<file path="config.mk">
export PLATFORM = sky130hd
export DESIGN_NAME = ex_mem_loader_flat
export DESIGN_NICKNAME = d
export VERILOG_FILES = /design/src/rtl/ex_mem_loader_pkg.sv /design/src/rtl/ex_mem_loader_if.sv /design/src/rtl/ex_mem_loader_debug_dump_seq.sv /design/src/rtl/ex_mem_loader.sv /design/src/flat_wrapper.sv
export SDC_FILE = /design/constraint.sdc
export NUM_CORES = 1
export LEC_CHECK = 0
export CAP_MARGIN = 15
export CORE_ASPECT_RATIO = 0.7
export CORE_UTILIZATION = 30
export CTS_CLUSTER_DIAMETER = 80
export DETAILED_ROUTE_END_ITERATION = 7
export PLACE_DENSITY_LB_ADDON = 0.2
export SLEW_MARGIN = 20
export SYNTH_ARGS = -nofsm -noshare
export SYNTH_HDL_FRONTEND = slang
export SYNTH_SLANG_ARGS = --single-unit
</file>
<file path="constraint.sdc">
create_clock -name clk -period 5 [get_ports clk]
set_input_delay 0.5 -clock clk [delete_from_list [all_inputs] [get_ports clk]]
set_output_delay 0.5 -clock clk [all_outputs]
set_load 0.005 [all_outputs]
</file>
<file path="src/rtl/ex_mem_loader_pkg.sv">
// ============================================================================
// Module   : ex_mem_loader_pkg
// Brief    : Shared constants and FSM state encoding for the ex_mem_loader
//            block. Configuration macro: LOADER_DUMP_EN (enables dump phase).
// Revision : 1.0 - initial release
// ============================================================================
`default_nettype none

package ex_mem_loader_pkg;

    localparam int LOAD_ADDR_W    = 9;
    localparam int NUM_DEBUG_SEL  = 32;
    localparam int WORDS_PER_BEAT = 4;

    // Top-level sequencing states. The dump states exist in the encoding in
    // every build but are only reachable when the dump phase is built.
    typedef enum logic [2:0] {
        ST_IDLE     = 3'd0,
        ST_FILL     = 3'd1,
        ST_WRITE    = 3'd2,
        ST_RUN      = 3'd3,
        ST_DUMP_SEL = 3'd4,
        ST_DUMP_OUT = 3'd5
    } loader_state_t;

endpackage

`default_nettype wire

</file>
<file path="src/rtl/ex_mem_loader_if.sv">
// ============================================================================
// Module   : ex_mem_loader_if
// Brief    : Host-facing streams of the loader: the load word stream (s_*)
//            flowing into the loader and the debug dump stream (m_*) flowing
//            back out. The master modport is the host side, the slave
//            modport is the loader side.
// Revision : 1.0 - initial release
// ============================================================================
`default_nettype none

interface ex_mem_loader_if #(
    parameter int DATA_W = 32
);
    logic              s_valid;
    logic              s_ready;
    logic [DATA_W-1:0] s_data;

    logic              m_valid;
    logic              m_ready;
    logic [DATA_W-1:0] m_data;
    logic              m_last;

    modport master (
        output s_valid, s_data, m_ready,
        input  s_ready, m_valid, m_data, m_last
    );

    modport slave (
        input  s_valid, s_data, m_ready,
        output s_ready, m_valid, m_data, m_last
    );
endinterface

`default_nettype wire

</file>
<file path="src/rtl/ex_mem_loader_debug_dump_seq.sv">
// ============================================================================
// Module   : debug_dump_seq
// Brief    : Debug register sweep. Owns the DebugSel counter, captures the
//            core's DebugOutput one cycle after the selector settles and
//            presents it on the dump stream until the host accepts it.
// Revision : 1.0 - initial release
// ============================================================================
`default_nettype none

module debug_dump_seq #(
    parameter int DATA_W  = 32,
    parameter int NUM_SEL = 32
) (
    input  wire logic              clk,
    input  wire logic              reset,
    input  wire logic              out_phase,
    input  wire logic [DATA_W-1:0] DebugOutput,
    input  wire logic              m_ready,
    output logic                   m_valid,
    output logic [DATA_W-1:0]      m_data,
    output logic                   m_last,
    output logic [4:0]             DebugSel,
    output logic                   word_hs,
    output logic                   last_hs
);

    localparam logic [4:0] LAST_SEL = 5'(NUM_SEL - 1);

    logic [4:0]        r_sel;
    logic              r_valid;
    logic              r_last;
    logic [DATA_W-1:0] r_data;

    // Selector advance on each accepted word; capture of the settled debug value
    always_ff @(posedge clk) begin
        if (reset) begin
            r_sel   <= 5'd0;
            r_valid <= 1'b0;
            r_last  <= 1'b0;
            r_data  <= '0;
        end else if (r_valid && m_ready) begin
            // Returning the selector to 0 after the final word leaves the
            // block ready for the next sweep without a separate clear.
            r_valid <= 1'b0;
            r_last  <= 1'b0;
            r_sel   <= r_last ? 5'd0 : r_sel + 5'd1;
        end else if (out_phase && !r_valid) begin
            r_valid <= 1'b1;
            r_data  <= DebugOutput;
            r_last  <= (r_sel == LAST_SEL);
        end
    end

    assign m_valid  = r_valid;
    assign m_data   = r_data;
    assign m_last   = r_last;
    assign DebugSel = r_sel;
    assign word_hs  = r_valid & m_ready;
    assign last_hs  = r_valid & m_ready & r_last;

endmodule

`default_nettype wire

</file>
<file path="src/rtl/ex_mem_loader.sv">
// ============================================================================
// Module   : ex_mem_loader
// Brief    : Host-side driver for the core's external memory-load and debug
//            ports. Packs a host word stream into paired instruction/data
//            write beats, releases the core for a programmed cycle count,
//            then (with LOADER_DUMP_EN defined) halts it and streams out all
//            debug selector values.
// Config   : LOADER_DUMP_EN - builds the debug dump phase. When undefined the
//            sequence ends right after the run phase and the dump stream is
//            tied off.
// Revision : 1.0 - initial release
// ============================================================================
`default_nettype none

module ex_mem_loader
    import ex_mem_loader_pkg::*;
#(
    parameter int ADDR_W  = LOAD_ADDR_W,
    parameter int DATA_W  = 32,
    parameter int NUM_SEL = NUM_DEBUG_SEL
) (
    input  wire logic              clk,
    input  wire logic              reset,

    input  wire logic              cmd_start,
    input  wire logic [ADDR_W:0]   cmd_pairs,
    input  wire logic [31:0]       cmd_run_cycles,

    ex_mem_loader_if.slave         bus,

    output logic                   enable_load_ex_mem,
    output logic                   enable_halt,
    output logic [ADDR_W-1:0]      InstExMemAddress,
    output logic [ADDR_W-1:0]      DataExMemAddress,
    output logic [DATA_W-1:0]      InstExMemData1,
    output logic [DATA_W-1:0]      InstExMemData2,
    output logic [DATA_W-1:0]      DataExMemData1,
    output logic [DATA_W-1:0]      DataExMemData2,
    output logic [4:0]             DebugSel,
    input  wire logic [DATA_W-1:0] DebugOutput,

    output logic                   busy,
    output logic                   done
);

    localparam logic [1:0]      LAST_WORD = 2'(WORDS_PER_BEAT - 1);
    localparam logic [ADDR_W:0] ONE_BEAT  = (ADDR_W+1)'(1);

`ifdef LOADER_DUMP_EN
    localparam loader_state_t POST_RUN     = ST_DUMP_SEL;
    localparam logic          RUN_ENDS_SEQ = 1'b0;
`else
    localparam loader_state_t POST_RUN     = ST_IDLE;
    localparam logic          RUN_ENDS_SEQ = 1'b1;
`endif

    loader_state_t     r_state;
    loader_state_t     w_next;
    logic              w_finish;
    logic              w_s_hs;
    logic              w_dump_hs;
    logic              w_dump_last_hs;

    logic [ADDR_W:0]   r_beats_left;
    logic [31:0]       r_run_left;
    logic [ADDR_W-1:0] r_addr;
    logic [1:0]        r_word_idx;
    logic [DATA_W-1:0] r_inst1;
    logic [DATA_W-1:0] r_inst2;
    logic [DATA_W-1:0] r_data1;
    logic [DATA_W-1:0] r_data2;
    logic              r_done;

    assign w_s_hs = bus.s_valid && (r_state == ST_FILL);

    // State register
    always_ff @(posedge clk) begin
        if (reset) begin
            r_state <= ST_IDLE;
        end else begin
            r_state <= w_next;
        end
    end

    // Next-state decode; w_finish marks the cycle whose exit completes a sequence
    always_comb begin
        w_next   = r_state;
        w_finish = 1'b0;
        case (r_state)
            ST_IDLE: begin
                if (cmd_start) begin
                    if (cmd_pairs != '0) begin
                        w_next = ST_FILL;
                    end else if (cmd_run_cycles != 32'd0) begin
                        w_next = ST_RUN;
                    end else begin
                        w_next   = POST_RUN;
                        w_finish = RUN_ENDS_SEQ;
                    end
                end
            end
            ST_FILL: begin
                if (w_s_hs && (r_word_idx == LAST_WORD)) begin
                    w_next = ST_WRITE;
                end
            end
            ST_WRITE: begin
                if (r_beats_left != ONE_BEAT) begin
                    w_next = ST_FILL;
                end else if (r_run_left != 32'd0) begin
                    w_next = ST_RUN;
                end else begin
                    w_next   = POST_RUN;
                    w_finish = RUN_ENDS_SEQ;
                end
            end
            ST_RUN: begin
                // Entry is only taken with a non-zero count, so 1 marks the
                // final released cycle.
                if (r_run_left == 32'd1) begin
                    w_next   = POST_RUN;
                    w_finish = RUN_ENDS_SEQ;
                end
            end
`ifdef LOADER_DUMP_EN
            ST_DUMP_SEL: begin
                w_next = ST_DUMP_OUT;
            end
            ST_DUMP_OUT: begin
                if (w_dump_last_hs) begin
                    w_next   = ST_IDLE;
                    w_finish = 1'b1;
                end else if (w_dump_hs) begin
                    w_next = ST_DUMP_SEL;
                end
            end
`endif
            default: begin
                w_next = ST_IDLE;
            end
        endcase
    end

    // Load datapath: command latch, word packing, address and count tracking
    always_ff @(posedge clk) begin
        if (reset) begin
            r_beats_left <= '0;
            r_run_left   <= 32'd0;
            r_addr       <= '0;
            r_word_idx   <= 2'd0;
            r_inst1      <= '0;
            r_inst2      <= '0;
            r_data1      <= '0;
            r_data2      <= '0;
            r_done       <= 1'b0;
        end else begin
            r_done <= w_finish;
            case (r_state)
                ST_IDLE: begin
                    if (cmd_start) begin
                        r_beats_left <= cmd_pairs;
                        r_run_left   <= cmd_run_cycles;
                        r_addr       <= '0;
                        r_word_idx   <= 2'd0;
                    end
                end
                ST_FILL: begin
                    if (w_s_hs) begin
                        case (r_word_idx)
                            2'd0:    r_inst1 <= bus.s_data;
                            2'd1:    r_inst2 <= bus.s_data;
                            2'd2:    r_data1 <= bus.s_data;
                            default: r_data2 <= bus.s_data;
                        endcase
                        r_word_idx <= r_word_idx + 2'd1;
                    end
                end
                ST_WRITE: begin
                    r_beats_left <= r_beats_left - ONE_BEAT;
                    // The last beat keeps its address so the top of memory
                    // is never followed by a wrap back to 0.
                    if ((r_beats_left != ONE_BEAT) && (r_addr != '1)) begin
                        r_addr <= r_addr + 1'b1;
                    end
                end
                ST_RUN: begin
                    r_run_left <= r_run_left - 32'd1;
                end
                default: ;
            endcase
        end
    end

    assign bus.s_ready         = (r_state == ST_FILL);
    assign enable_load_ex_mem  = (r_state == ST_WRITE);
    assign enable_halt         = (r_state != ST_RUN);
    assign busy                = (r_state != ST_IDLE);
    assign done                = r_done;
    assign InstExMemAddress    = r_addr;
    assign DataExMemAddress    = r_addr;
    assign InstExMemData1      = r_inst1;
    assign InstExMemData2      = r_inst2;
    assign DataExMemData1      = r_data1;
    assign DataExMemData2      = r_data2;

`ifdef LOADER_DUMP_EN
    logic w_out_phase;
    assign w_out_phase = (r_state == ST_DUMP_OUT);

    debug_dump_seq #(
        .DATA_W  (DATA_W),
        .NUM_SEL (NUM_SEL)
    ) u_dump (
        .clk         (clk),
        .reset       (reset),
        .out_phase   (w_out_phase),
        .DebugOutput (DebugOutput),
        .m_ready     (bus.m_ready),
        .m_valid     (bus.m_valid),
        .m_data      (bus.m_data),
        .m_last      (bus.m_last),
        .DebugSel    (DebugSel),
        .word_hs     (w_dump_hs),
        .last_hs     (w_dump_last_hs)
    );
`else
    logic w_unused_dump;
    assign w_dump_hs      = 1'b0;
    assign w_dump_last_hs = 1'b0;
    assign w_unused_dump  = ^{DebugOutput, bus.m_ready, w_dump_hs, w_dump_last_hs};
    assign bus.m_valid    = 1'b0;
    assign bus.m_data     = '0;
    assign bus.m_last     = 1'b0;
    assign DebugSel       = 5'd0;
`endif

endmodule

`default_nettype wire
</file>
<file path="src/flat_wrapper.sv">
// flat-port wrapper written by rule: the top's interface ports become plain ports
module ex_mem_loader_flat import ex_mem_loader_pkg::*;
#(
    parameter int ADDR_W  = LOAD_ADDR_W,
    parameter int DATA_W  = 32,
    parameter int NUM_SEL = NUM_DEBUG_SEL
)
  (clk, reset, cmd_start, cmd_pairs, cmd_run_cycles, enable_load_ex_mem, enable_halt, InstExMemAddress, DataExMemAddress, InstExMemData1, InstExMemData2, DataExMemData1, DataExMemData2, DebugSel, DebugOutput, busy, done, bus_s_valid, bus_s_data, bus_m_ready, bus_s_ready, bus_m_valid, bus_m_data, bus_m_last);
  ex_mem_loader_if #(.DATA_W(DATA_W)) bus_i ();
  input  wire logic clk;
  input  wire logic reset;
  input  wire logic cmd_start;
  input  wire logic [ADDR_W:0] cmd_pairs;
  input  wire logic [31:0] cmd_run_cycles;
  output logic enable_load_ex_mem;
  output logic enable_halt;
  output logic [ADDR_W-1:0] InstExMemAddress;
  output logic [ADDR_W-1:0] DataExMemAddress;
  output logic [DATA_W-1:0] InstExMemData1;
  output logic [DATA_W-1:0] InstExMemData2;
  output logic [DATA_W-1:0] DataExMemData1;
  output logic [DATA_W-1:0] DataExMemData2;
  output logic [4:0] DebugSel;
  input  wire logic [DATA_W-1:0] DebugOutput;
  output logic busy;
  output logic done;
  input wire logic [$bits(bus_i.s_valid)-1:0] bus_s_valid;
  input wire logic [$bits(bus_i.s_data)-1:0] bus_s_data;
  input wire logic [$bits(bus_i.m_ready)-1:0] bus_m_ready;
  output wire logic [$bits(bus_i.s_ready)-1:0] bus_s_ready;
  output wire logic [$bits(bus_i.m_valid)-1:0] bus_m_valid;
  output wire logic [$bits(bus_i.m_data)-1:0] bus_m_data;
  output wire logic [$bits(bus_i.m_last)-1:0] bus_m_last;
  assign bus_i.s_valid = bus_s_valid;
  assign bus_i.s_data = bus_s_data;
  assign bus_i.m_ready = bus_m_ready;
  assign bus_s_ready = bus_i.s_ready;
  assign bus_m_valid = bus_i.m_valid;
  assign bus_m_data = bus_i.m_data;
  assign bus_m_last = bus_i.m_last;
  ex_mem_loader #(.ADDR_W(ADDR_W), .DATA_W(DATA_W), .NUM_SEL(NUM_SEL)) u_core (.clk(clk), .reset(reset), .cmd_start(cmd_start), .cmd_pairs(cmd_pairs), .cmd_run_cycles(cmd_run_cycles), .bus(bus_i), .enable_load_ex_mem(enable_load_ex_mem), .enable_halt(enable_halt), .InstExMemAddress(InstExMemAddress), .DataExMemAddress(DataExMemAddress), .InstExMemData1(InstExMemData1), .InstExMemData2(InstExMemData2), .DataExMemData1(DataExMemData1), .DataExMemData2(DataExMemData2), .DebugSel(DebugSel), .DebugOutput(DebugOutput), .busy(busy), .done(done));
endmodule
</file>
# --- After elaboration in Yosys (flattened, before gate mapping) ---
# Index checks and enable logic that the tools add are counted.
classes:
  n_addsub: 4
  n_eq_ne: 15
  mux: 25
  bitwise: 1
  n_reduce_logical: 22
ops:
  columns: ["cell", "count"]
  rows:
  - ["$pmux W32 S2", 1]
  - ["$reduce_bool A32 Y1", 2]
  - ["$eq A32 B1 Y1 const B", 1]
  - ["$mux W32", 1]
  - ["$sub A32 B1 Y32 const B", 1]
  - ["$reduce_and A3 Y1", 7]
  - ["$pmux W10 S2", 1]
  - ["$mux W9", 2]
  - ["$pmux W9 S2", 1]
  - ["$mux W3", 5]
  - ["$pmux W3 S4", 1]
  - ["$mux W10", 1]
  - ["$ne A10 B1 Y1 const B", 1]
  - ["$reduce_bool A10 Y1", 1]
  - ["$sub A10 B1 Y10 const B", 1]
  - ["$add A9 B1 Y9 const B", 1]
  - ["$ne A9 B9 Y1 const B", 1]
  - ["$mux W2", 4]
  - ["$ne A2 B1 Y1 const B", 4]
  - ["$eq A3 B2 Y1 const B", 2]
  - ["$mux W1", 6]
  - ["$reduce_bool A2 Y1", 3]
  - ["$eq A2 B2 Y1 const B", 2]
  - ["$pmux W2 S2", 1]
  - ["other kinds (13)", 16]
totals:
  register_bits: 185
  input_bits: 111
  output_inout_bits: 190
  word_cells: 77

# --- Logic depth before layout (Yosys ltp) ---
# Gate-level depths: netlist of run 1.
logic_depth:
  depth_word: 5
  depth_mapped: 9
  depth_no_buf: 8

# --- Worst setup path after synthesis of run 1 ---
# No wires, ideal clock.
synth_timing:
  kind: "register to register"
  start: "reg u_core.r_run_left[4]"
  end: "reg u_core.r_done, in the netlist u_core.done"
  setup_time_ps: 88
  arrival_ps: 2180
  required_time_ps: 4912
  path_slack_ps: 2732
  path_stages_with_launch: 7
  n_path_buf: 1
  synth_period_minus_slack_ps: 2268
  path_cell_list: "dfxtp_1 -> or3_1 -> buf_2 -> or4_4 -> or3_1 -> or2_1 -> a311oi_2"
synth_between:
  elab_chain_cells: 4
  word_cells_on_any_way: 6
  classes_between: "eq/ne: 1; mux: 4; reduce/logical: 1"
synth_lines:
  columns: ["item", "line_no", "text"]
  rows:
  - ["from (decl)", "ex_mem_loader.sv:65", "logic [31:0] r_run_left;"]
  - ["from (signal assigned)", "ex_mem_loader.sv:162", "r_run_left <= cmd_run_cycles;"]
  - ["from (signal assigned)", "ex_mem_loader.sv:187", "r_run_left <= r_run_left - 32'd1;"]
  - ["$reduce_bool A32 Y1", "ex_mem_loader.sv:110", "end else if (r_run_left != 32'd0) begin"]
  - ["$mux W1", "ex_mem_loader.sv:110", null]
  - ["$mux W1", "ex_mem_loader.sv:108", "if (r_beats_left != ONE_BEAT) begin"]
  - ["$pmux W1 S3 (*)", "ex_mem_loader.sv:89", "case (r_state)"]
  - ["to (signal assigned)", "ex_mem_loader.sv:157", "r_done <= w_finish;"]
  - ["to (decl)", "ex_mem_loader.sv:72", "logic r_done;"]
# Mark *: on every way between the ends. The rest lies on a longest branch, timed or not.
# A chain may end at the register's enable or synchronous reset.

# --- Worst setup path in the final report of run 1 ---
layout_timing:
  start: "reg u_core.r_state[0]"
  end: "reg u_core.r_run_left[17]"
layout_between:
  elab_chain_cells: 3
  word_cells_on_any_way: 6
  classes_between: "eq/ne: 2; mux: 1; reduce/logical: 3"
layout_lines:
  columns: ["item", "line_no", "text"]
  rows:
  - ["from (decl)", "ex_mem_loader.sv:57", "loader_state_t r_state;"]
  - ["from (signal assigned)", "ex_mem_loader.sv:81", "r_state <= w_next;"]
  - ["$eq A3 B2 Y1 / $logic_not A3 Y1 (equally long branches)", "ex_mem_loader.sv:158", "case (r_state)"]
  - ["$reduce_bool A2 Y1 (no source line) / $ne A2 B2 Y1 (equally long branches)", null, null]
  - ["$reduce_and A2 Y1 (no source line)", null, null]
# Several ways; a longest one is shown, not always the timed one.

==> flow_metrics.tcl, run 1 <==
set metrics [dict create \
    start_util_pct 31.0 \
    drive_gt1_share_pct 4.72 \
    cts_inserted_buffers 17 \
    avgSynthCellArea_um2 7.77 \
    crit_slowest_cell "and2_1" \
    seq_area_um2 3680 \
    cp_num_buf_inv 1 \
    clk_pin_slew_ps 80 \
    final-hold-violation-count 0 \
    cts_tree "done" \
    p_leak_nw 3.70 \
    finalSetupViolCount 0 \
    post_cts_buffers 0 \
    nets 1338 \
    start_kind "flip-flop" \
    antenna_found_initial 0 \
    sw_frac_of_total_pct 35.2 \
    port_buffers 228 \
    worstMarginPinSlew_ps 1050 \
    yosysTopAreaCellShare_pct 45.7 \
    p_seq_share_pct 39.9 \
    drv_cap 0 \
    tns_ps 0 \
    synth_edf_count 0 \
    placed_cells 1554 \
    fp-row-count 49 \
    clock_skew_ps 18.9 \
    viasPerCell 4.97 \
    synth-async-reset-ratio_pct 0 \
    ir_drop_mv 0.232 \
    hp-class "flip-flop to flip-flop" \
    ant_nets 0 \
    synth_common_cells "nand2_1, dfxtp_1, a21oi_1" \
    grt_pass1_wl_mm 42.1 \
    htreeDepth 4 \
    min_from "u_core.DataExMemData2[21]" \
    fin_hold_ws_ps 453 \
    timing.final.crit_share_pct 62.5 \
    grt_max_degree 131 \
    worstPathCellList "and2_1 > inv_1 > or2_2 > or4_1 > o311ai_0 > a21oi_1" \
    comb_power_share_pct 28.9 \
    fin_cells 1586 \
    cp_max_fo 22 \
    synth-main-ff-cell "dfxtp_1" \
    cts-resized-gates 0 \
    die_y_um 139 \
    cts_buffer_depth 2 \
    synth-seq-cells 184 \
    arrival_ps 3420 \
    ys_seq_area_share_pct 45.7 \
    clock_tree.root_cell "clkbuf_16" \
    rsz0062_at_grt "no" \
    power_switching_mw 1.54 \
    ys_top_cells_by_area "dfxtp_1, nand2_1, a21oi_1" \
    vias 7890 \
    drc 0 \
    die_area_um2 27600 \
    multi_input_area_um2 3860 \
    yosys_warnings 0 \
    max_stage_delay_ps 560 \
    worstSetupPathType "flip-flop to flip-flop" \
    syn_inst 1038 \
    place.gp.congestion 0.856 \
    fillers 2644 \
    report.final.slew_viol_count 0 \
    first_pass_iters 5 \
    intPower_mw 2.84 \
    utilization_pct 42.1 \
    status "complete, no violations" \
    ios 301 \
    die_x_um 198 \
    total_power_mw 4.38 \
    power_density_nw_per_um2 399 \
    insertedDiodeCount 0 \
    required_ps 5290 \
    yosysTopAreaCell "dfxtp_1" \
    track_usage_pct 19.8 \
    core-area_um2 26100 \
    clock-sinks 184 \
    fin_crit_ps 3130 \
    area_growth_pct 36.1 \
    cp_top_family "simple AND/OR/NAND/NOR gates" \
    crit_start "u_core.r_state[0]" \
    initialDrtViolationCount 546 \
    insertion_delay_ps 440 \
    hpwl_mm 18.9 \
    yosysMostFrequentCell "nand2_1" \
    hold_buffers 0 \
    pwr-share-clk_pct 31.3 \
    slew-limit-headroom_pct 29.9 \
    cp-end-kind "flip-flop" \
    grt_pass1_vias 7180 \
    max_freq_mhz 320 \
    ff2ff_setup_slack_ps 1870 \
    netlist_area_um2 8070 \
    grt-ovfl-total 0 \
    netlist-cell-type-count 59 \
    avgRoutedWirePerCell_um 17.3 \
    worstReg2RegStart "u_core.r_state[0]" \
    wirelength_mm 27.4 \
]
stage by stage:
step	setup slack, ps	area, um^2
4_1_cts	1900	11000
5_1_grt	1690	11000
2_1_floorplan	2730	8210
3_3_place_gp	1880	10400
3_5_place_dp	1900	10400
6_report	1870	11000
cells by family (layout without fill, tap and decap cells):
family | after synthesis | count (layout) | share of synthesized area [%]
mux | 4 | 4 | 0.512
buf+inv | 128 | 281 | 8.30
xor+xnor | 7 | 7 | 0.760
flops | 184 | 184 | 45.7
simple gates | 454 | 454 | 24.9
other cells | 1 | 39 | 0.0465
compound gates | 249 | 249 | 18.1
fa+ha+maj | 11 | 11 | 1.71
power groups by stage:
stage / Clock (mW) / Combinational (mW) / Sequential [mW]
4_1_cts: 1.41 / 1.25 / 1.74
3_3_place_gp: 0 / 1.24 / 1.77
6_report: 1.37 / 1.26 / 1.75
5_1_grt: 1.47 / 1.39 / 1.77
3_5_place_dp: 0 / 1.24 / 1.78
2_1_floorplan: 0 / 0.815 / 1.74
tightest hold or removal path: cells and delay by family (launching register included):
kind / cells / cell delay (ps)
AOI/OAI and AO/OA: 1 / 50
DFF: 1 / 310
and+or+nand+nor: 1 / 50
area by class of cell:
type / instances / share of cell area [%]
Multi-Input combinational cell: 764 / 35.2
Inverter: 11 / 0.376
Clock buffer: 19 / 4.03
Clock inverter: 13 / 1.30
Sequential cell: 184 / 33.5
Timing Repair Buffer: 238 / 21.5
Tap cell: 357 / 4.07
state kept, by name, indices dropped and copies added, names as in the netlist:
name and count:
u_core.DataExMemData1 32, u_core.DataExMemData2 32, u_core.InstExMemData1 32, u_core.InstExMemData2 32, u_core.r_run_left 32, u_core.r_beats_left 10, u_core.DataExMemAddress 9, u_core.r_state 2
u_core.r_word_idx 2, u_core.done 1
cells in the final DEF (no fill, tap or decap), drive strengths merged, types with 3 or more instances in the layout:
cell and n:
a31oi 9, mux2i 3, nor4 25, or4 13
xor2 6, a21oi 167, clkdlybuf4s50 227, nor2 49
a211oi 3, and3 9, clkinv 7, o311ai 9
and2 3, clkbuf 19, conb 39, a32oi 6
ha 11, or3 11, a41oi 3, buf 11
nand3 17, a221oi 4, o21ai 18, dfxtp 184
nand2b 3, o211ai 9, or2 6, nor3b 3
nand2 289, a311oi 4, nor3 13, inv 13
nand4 4
metal layers:
| metal | global-route usage [%] | wire, um | vias up |
|---|---|---|---|
| li1 | - | - | 3858 |
| met1 | 29.5 | 13600 | 3730 |
| met2 | 28.1 | 11400 | 282 |
| met3 | 4.62 | 2020 | 20 |
| met4 | 5.30 | 337 | 0 |
| met5 | 0 | 0 | - |
path summary, 6_finish.rpt:
kind,to,depth (start not counted)
worst max register to register,u_core.r_run_left[17],6
worst min-delay path,u_core.DataExMemData2[21],2
worst min register to register,u_core.DataExMemData2[21],2
worst max-delay path,u_core.r_run_left[17],6
(Power assumes the default switching activity.)
==> run 2, diff against run 1 <==
clock period = 3.2 ns   (was 5 ns; I/O delays follow)
==> run 2 against run 1 <==
Compared with the run above:
- global-route usage shrank 0.16 points
- worst hold slack lost 120 ps
- final area increased by 1.2%
- combinational power grew 60%
- sequential share of layout area decreased by 0.41 points
- critical path depth shrank 3
- wire length is 0.23% lower
- core utilization up 0.52 points
- first-iteration DRC count down 1.6%
- via count fell by 0.94%
- clock power grew 69%
- clock-buffer cell count is 1 higher
- critical endpoint is now enable_load_ex_mem
- largest cell class unchanged
==> flow_metrics.tcl, run 2 (same netlist as run 1, synthesis figures left out) <==
set metrics [dict create \
    status "complete, no violations" \
    ant_nets 0 \
    cp_max_fo 9 \
    final_common_cell "nand2_1" \
    worstMarginPinSlew_ps 995 \
    antenna_found_initial 0 \
    vias 7816 \
    die_area_um2 27600 \
    final-hold-violation-count 0 \
    ir_drop_mv 0.362 \
    area_growth_pct 37.8 \
    cts_inserted_buffers 17 \
    worstSetupPathType "flip-flop to output pin" \
    report.final.slew_viol_count 0 \
    fin_cells 1598 \
    die_x_um 198 \
    tns_ps 0 \
    place.gp.congestion 0.857 \
    clock_tree.root_cell "clkbuf_16" \
    timing.final.crit_share_pct 85.8 \
    finalSetupViolCount 0 \
    cts_buffer_depth 2 \
    arrival_ps 2430 \
    hpwl_mm 19.1 \
    die_y_um 139 \
    fin_crit_ps 2750 \
    p_leak_nw 3.77 \
    fp-row-count 49 \
    track_usage_pct 19.7 \
    htreeDepth 4 \
    first_pass_iters 7 \
    required_ps 2880 \
    multi_input_area_um2 3860 \
    clock_skew_ps 13.5 \
    grt_pass1_vias 6955 \
    initialDrtViolationCount 537 \
    min_path_cells 2 \
    ios 301 \
    placed_cells 1566 \
    nets 1350 \
    hp-class "input port to flip-flop" \
    rsz0062_at_grt "no" \
    insertion_delay_ps 440 \
    avgRoutedWirePerCell_um 17.1 \
    fillers 2619 \
    port_buffers 228 \
    fin_hold_ws_ps 329 \
    stdcell_area_um2 11100 \
    max_freq_mhz 364 \
    slew-limit-headroom_pct 33.2 \
    grt_max_degree 72 \
    start_kind "flip-flop" \
    utilization_pct 42.7 \
    power_density_nw_per_um2 636 \
    hold_buffers 0 \
    insertedDiodeCount 0 \
    cts_tree "done" \
    clk_pin_slew_ps 80 \
    core-area_um2 26100 \
    grt_pass1_wl_mm 41.7 \
    cts-resized-gates 0 \
    viasPerCell 4.89 \
    seq_area_um2 3680 \
    drc 0 \
    wirelength_mm 27.3 \
    place_area_um2 10500 \
    start_util_pct 31.0 \
    reg2reg_depth 5 \
    drv_cap 0 \
    post_cts_buffers 0 \
    grt-ovfl-total 0 \
    clock-sinks 184 \
    cp-end-kind "output pin" \
    drive_gt1_share_pct 5.48 \
    layout_common_cells "nand2_1, clkdlybuf4s50_1, dfxtp_1" \
]
-- run 2: cell types whose count changed in the layout (fill, tap and decap cells not counted), sizes merged --
| cell | previous run | this run |
|---|---|---|
| bufinv | 2 | 4 |
| clkbuf | 19 | 20 |
| clkinv | 7 | 3 |
| inv | 13 | 14 |
| buf | 11 | 23 |
-- run 2: worst paths after layout --
check	startpoint	to	slack [ps]
worst min register to register	u_core.DataExMemData2[21]	u_core.DataExMemData2[21]	450
worst max-delay path	u_core.r_state[0]	enable_load_ex_mem	450
worst max register to register	u_core.r_run_left[8]	u_core.done	660
worst min-delay path	reset	u_core.r_run_left[18]	330
-- run 2: worst max-delay path, stage by stage, from the launching register on --
cell and delay [ps]:
dfxtp_1 490, nand2b_1 430, clkinv_1 470, clkdlybuf4s50_1 600
-- run 2: final cells by class --
cell class / instances / share of cell area, %
well taps: 357 / 4.02
clock buffers: 20 / 4.02
multi-input cells: 764 / 34.7
clock inverters: 12 / 1.68
flip-flops and latches: 184 / 33.1
repair buffers: 250 / 22.0
inverters: 11 / 0.371
-- run 2: per-stage QoR --
step / power, mW / worst slack (ps)
4_1_cts: 7.11 / 440
2_1_floorplan: 3.99 / 932
3_3_place_gp: 4.76 / 723
3_5_place_dp: 4.78 / 678
5_1_grt: 7.47 / 322
6_report: 7.07 / 454
-- run 2: per-layer routing --
layer  share of wire (%)  vias up  GRT usage (%)
li1                    -     3886              -
met1                  50     3650           29.3
met2                  41      262           27.7
met3                 7.1       18           5.11
met4                 1.2        0           4.53
met5                   0        -              0
-- run 2: report_power, final --
group | switching, mW | leakage [nW] | internal (mW)
registers | 0.224 | 1.49 | 2.51
clock network | 0.970 | 0.304 | 1.34
logic | 1.23 | 1.98 | 0.788
total | 2.43 | 3.77 | 4.64
==> run 3, diff against run 2 <==
PLACE_DENSITY_LB_ADDON = 0.08   (was 0.2)
==> run 3 against run 2 <==
Compared with the run above:
- final cell count rose by 0.19%
- worst hold slack improved by 12 ps
- final area barely moved
- combinational power rose by 2%
- non-clock buffer count rose by 4
- clock-buffer cell count did not move
- die area did not move
- wire length rose by 3.1%
- clock skew rose by 1.9 ps
- critical endpoint unchanged
- largest cell class unchanged
==> flow_metrics.tcl, run 3 (same netlist as run 1, synthesis figures left out) <==
set metrics [dict create \
    grt-ovfl-total 0 \
    fillers 2679 \
    tns_ps 0 \
    cts_tree "done" \
    worstMarginPinSlew_ps 760 \
    max_stage_delay_ps 590 \
    rsz0062_at_grt "no" \
    place.gp.congestion 0.826 \
    report.final.slew_viol_count 0 \
    start_kind "flip-flop" \
    clock-sinks 184 \
    grt_pass1_wl_mm 43.1 \
    cts_buffer_depth 2 \
    track_usage_pct 20.4 \
    drc 0 \
    utilization_pct 42.7 \
    fin_hold_ws_ps 341 \
    avgRoutedWirePerCell_um 17.6 \
    pre_cts_slack_ps 680 \
    clock_skew_ps 15.4 \
    use_met3_pct 6.32 \
    drive_gt1_share_pct 5.79 \
    htreeDepth 4 \
    fin_crit_ps 2720 \
    antenna_found_initial 0 \
    hpwl_mm 19.8 \
    slew-limit-headroom_pct 48.9 \
    cts-resized-gates 0 \
    die_x_um 198 \
    clock_tree.root_cell "clkbuf_16" \
    power_density_nw_per_um2 632 \
    fin_cells 1601 \
    finalSetupViolCount 0 \
    insertedDiodeCount 0 \
    required_ps 2880 \
    stdcell_area_um2 11100 \
    use_met1_pct 30.8 \
    arrival_ps 2400 \
    hold_buffers 0 \
    final_common_cell "nand2_1" \
    seq_area_um2 3680 \
    clk_pin_slew_ps 70 \
    post_cts_buffers 0 \
    die_y_um 139 \
    met2_usage_pct 28.0 \
    status "complete, no violations" \
    fp-row-count 49 \
    fin_ws_ps 476 \
    grt_max_degree 70 \
    wirelength_mm 28.2 \
    ant_nets 0 \
    timing.final.crit_share_pct 85.1 \
    hp-class "input port to flip-flop" \
    cp_max_fo 9 \
    place_area_um2 10500 \
    ios 301 \
    multi_input_area_um2 3860 \
    layout_common_cells "nand2_1, clkdlybuf4s50_1, dfxtp_1" \
    crit_slowest_cell "clkdlybuf4s50_1" \
    first_pass_iters 5 \
    cts_inserted_buffers 17 \
    grt_pass1_vias 7173 \
    port_buffers 228 \
    initialDrtViolationCount 486 \
    drv_cap 0 \
    max_freq_mhz 367 \
    worstSetupPathType "flip-flop to output pin" \
    vias 7837 \
    cp-end-kind "output pin" \
    die_area_um2 27600 \
    start_util_pct 31.0 \
    ir_drop_mv 0.356 \
    worstPathCellList "nand2b_1 > clkinv_1 > clkdlybuf4s50_1" \
    total_power_mw 7.02 \
    core-area_um2 26100 \
    placed_cells 1570 \
    p_leak_nw 3.78 \
    area_growth_pct 37.8 \
    nets 1354 \
    final-hold-violation-count 0 \
    viasPerCell 4.90 \
    insertion_delay_ps 430 \
    busiest_layer "met1" \
]
## run 3: routing by layer
metal,part of all wire [%],vias up
met1,51,3695
li1,-,3886
met2,40,244
met4,0.70,0
met3,8.2,12
met5,0,-
## run 3: critical path: cells and delay by family (launching register included)
family	cells	cell delay, ps
flops	1	490
simple gates	1	450
buf+inv	2	1040
## run 3: area by class of cell
type | count | area share (%)
multi-input combinational | 764 | 34.7
timing repair buffer | 254 | 22.3
clock buffer | 20 | 4.11
inverter | 11 | 0.372
tap | 357 | 4.02
sequential | 184 | 33.1
clock inverter | 11 | 1.31
## run 3: worst paths after layout
check	from	to	slack, ps	depth (start not counted)
hold reg to reg	u_core.InstExMemData1[4]	u_core.InstExMemData1[4]	450	2
hold / removal	reset	u_core.r_run_left[8]	340	2
setup / recovery	u_core.r_state[0]	enable_load_ex_mem	480	3
setup reg to reg	u_core.r_run_left[4]	u_core.done	650	5
## run 3: power breakdown
group / leakage (nW) / internal [mW] / switching (mW)
combinational: 2.00 / 0.809 / 1.26
clock: 0.294 / 1.27 / 0.942
sequential: 1.49 / 2.51 / 0.224
total: 3.78 / 4.59 / 2.43
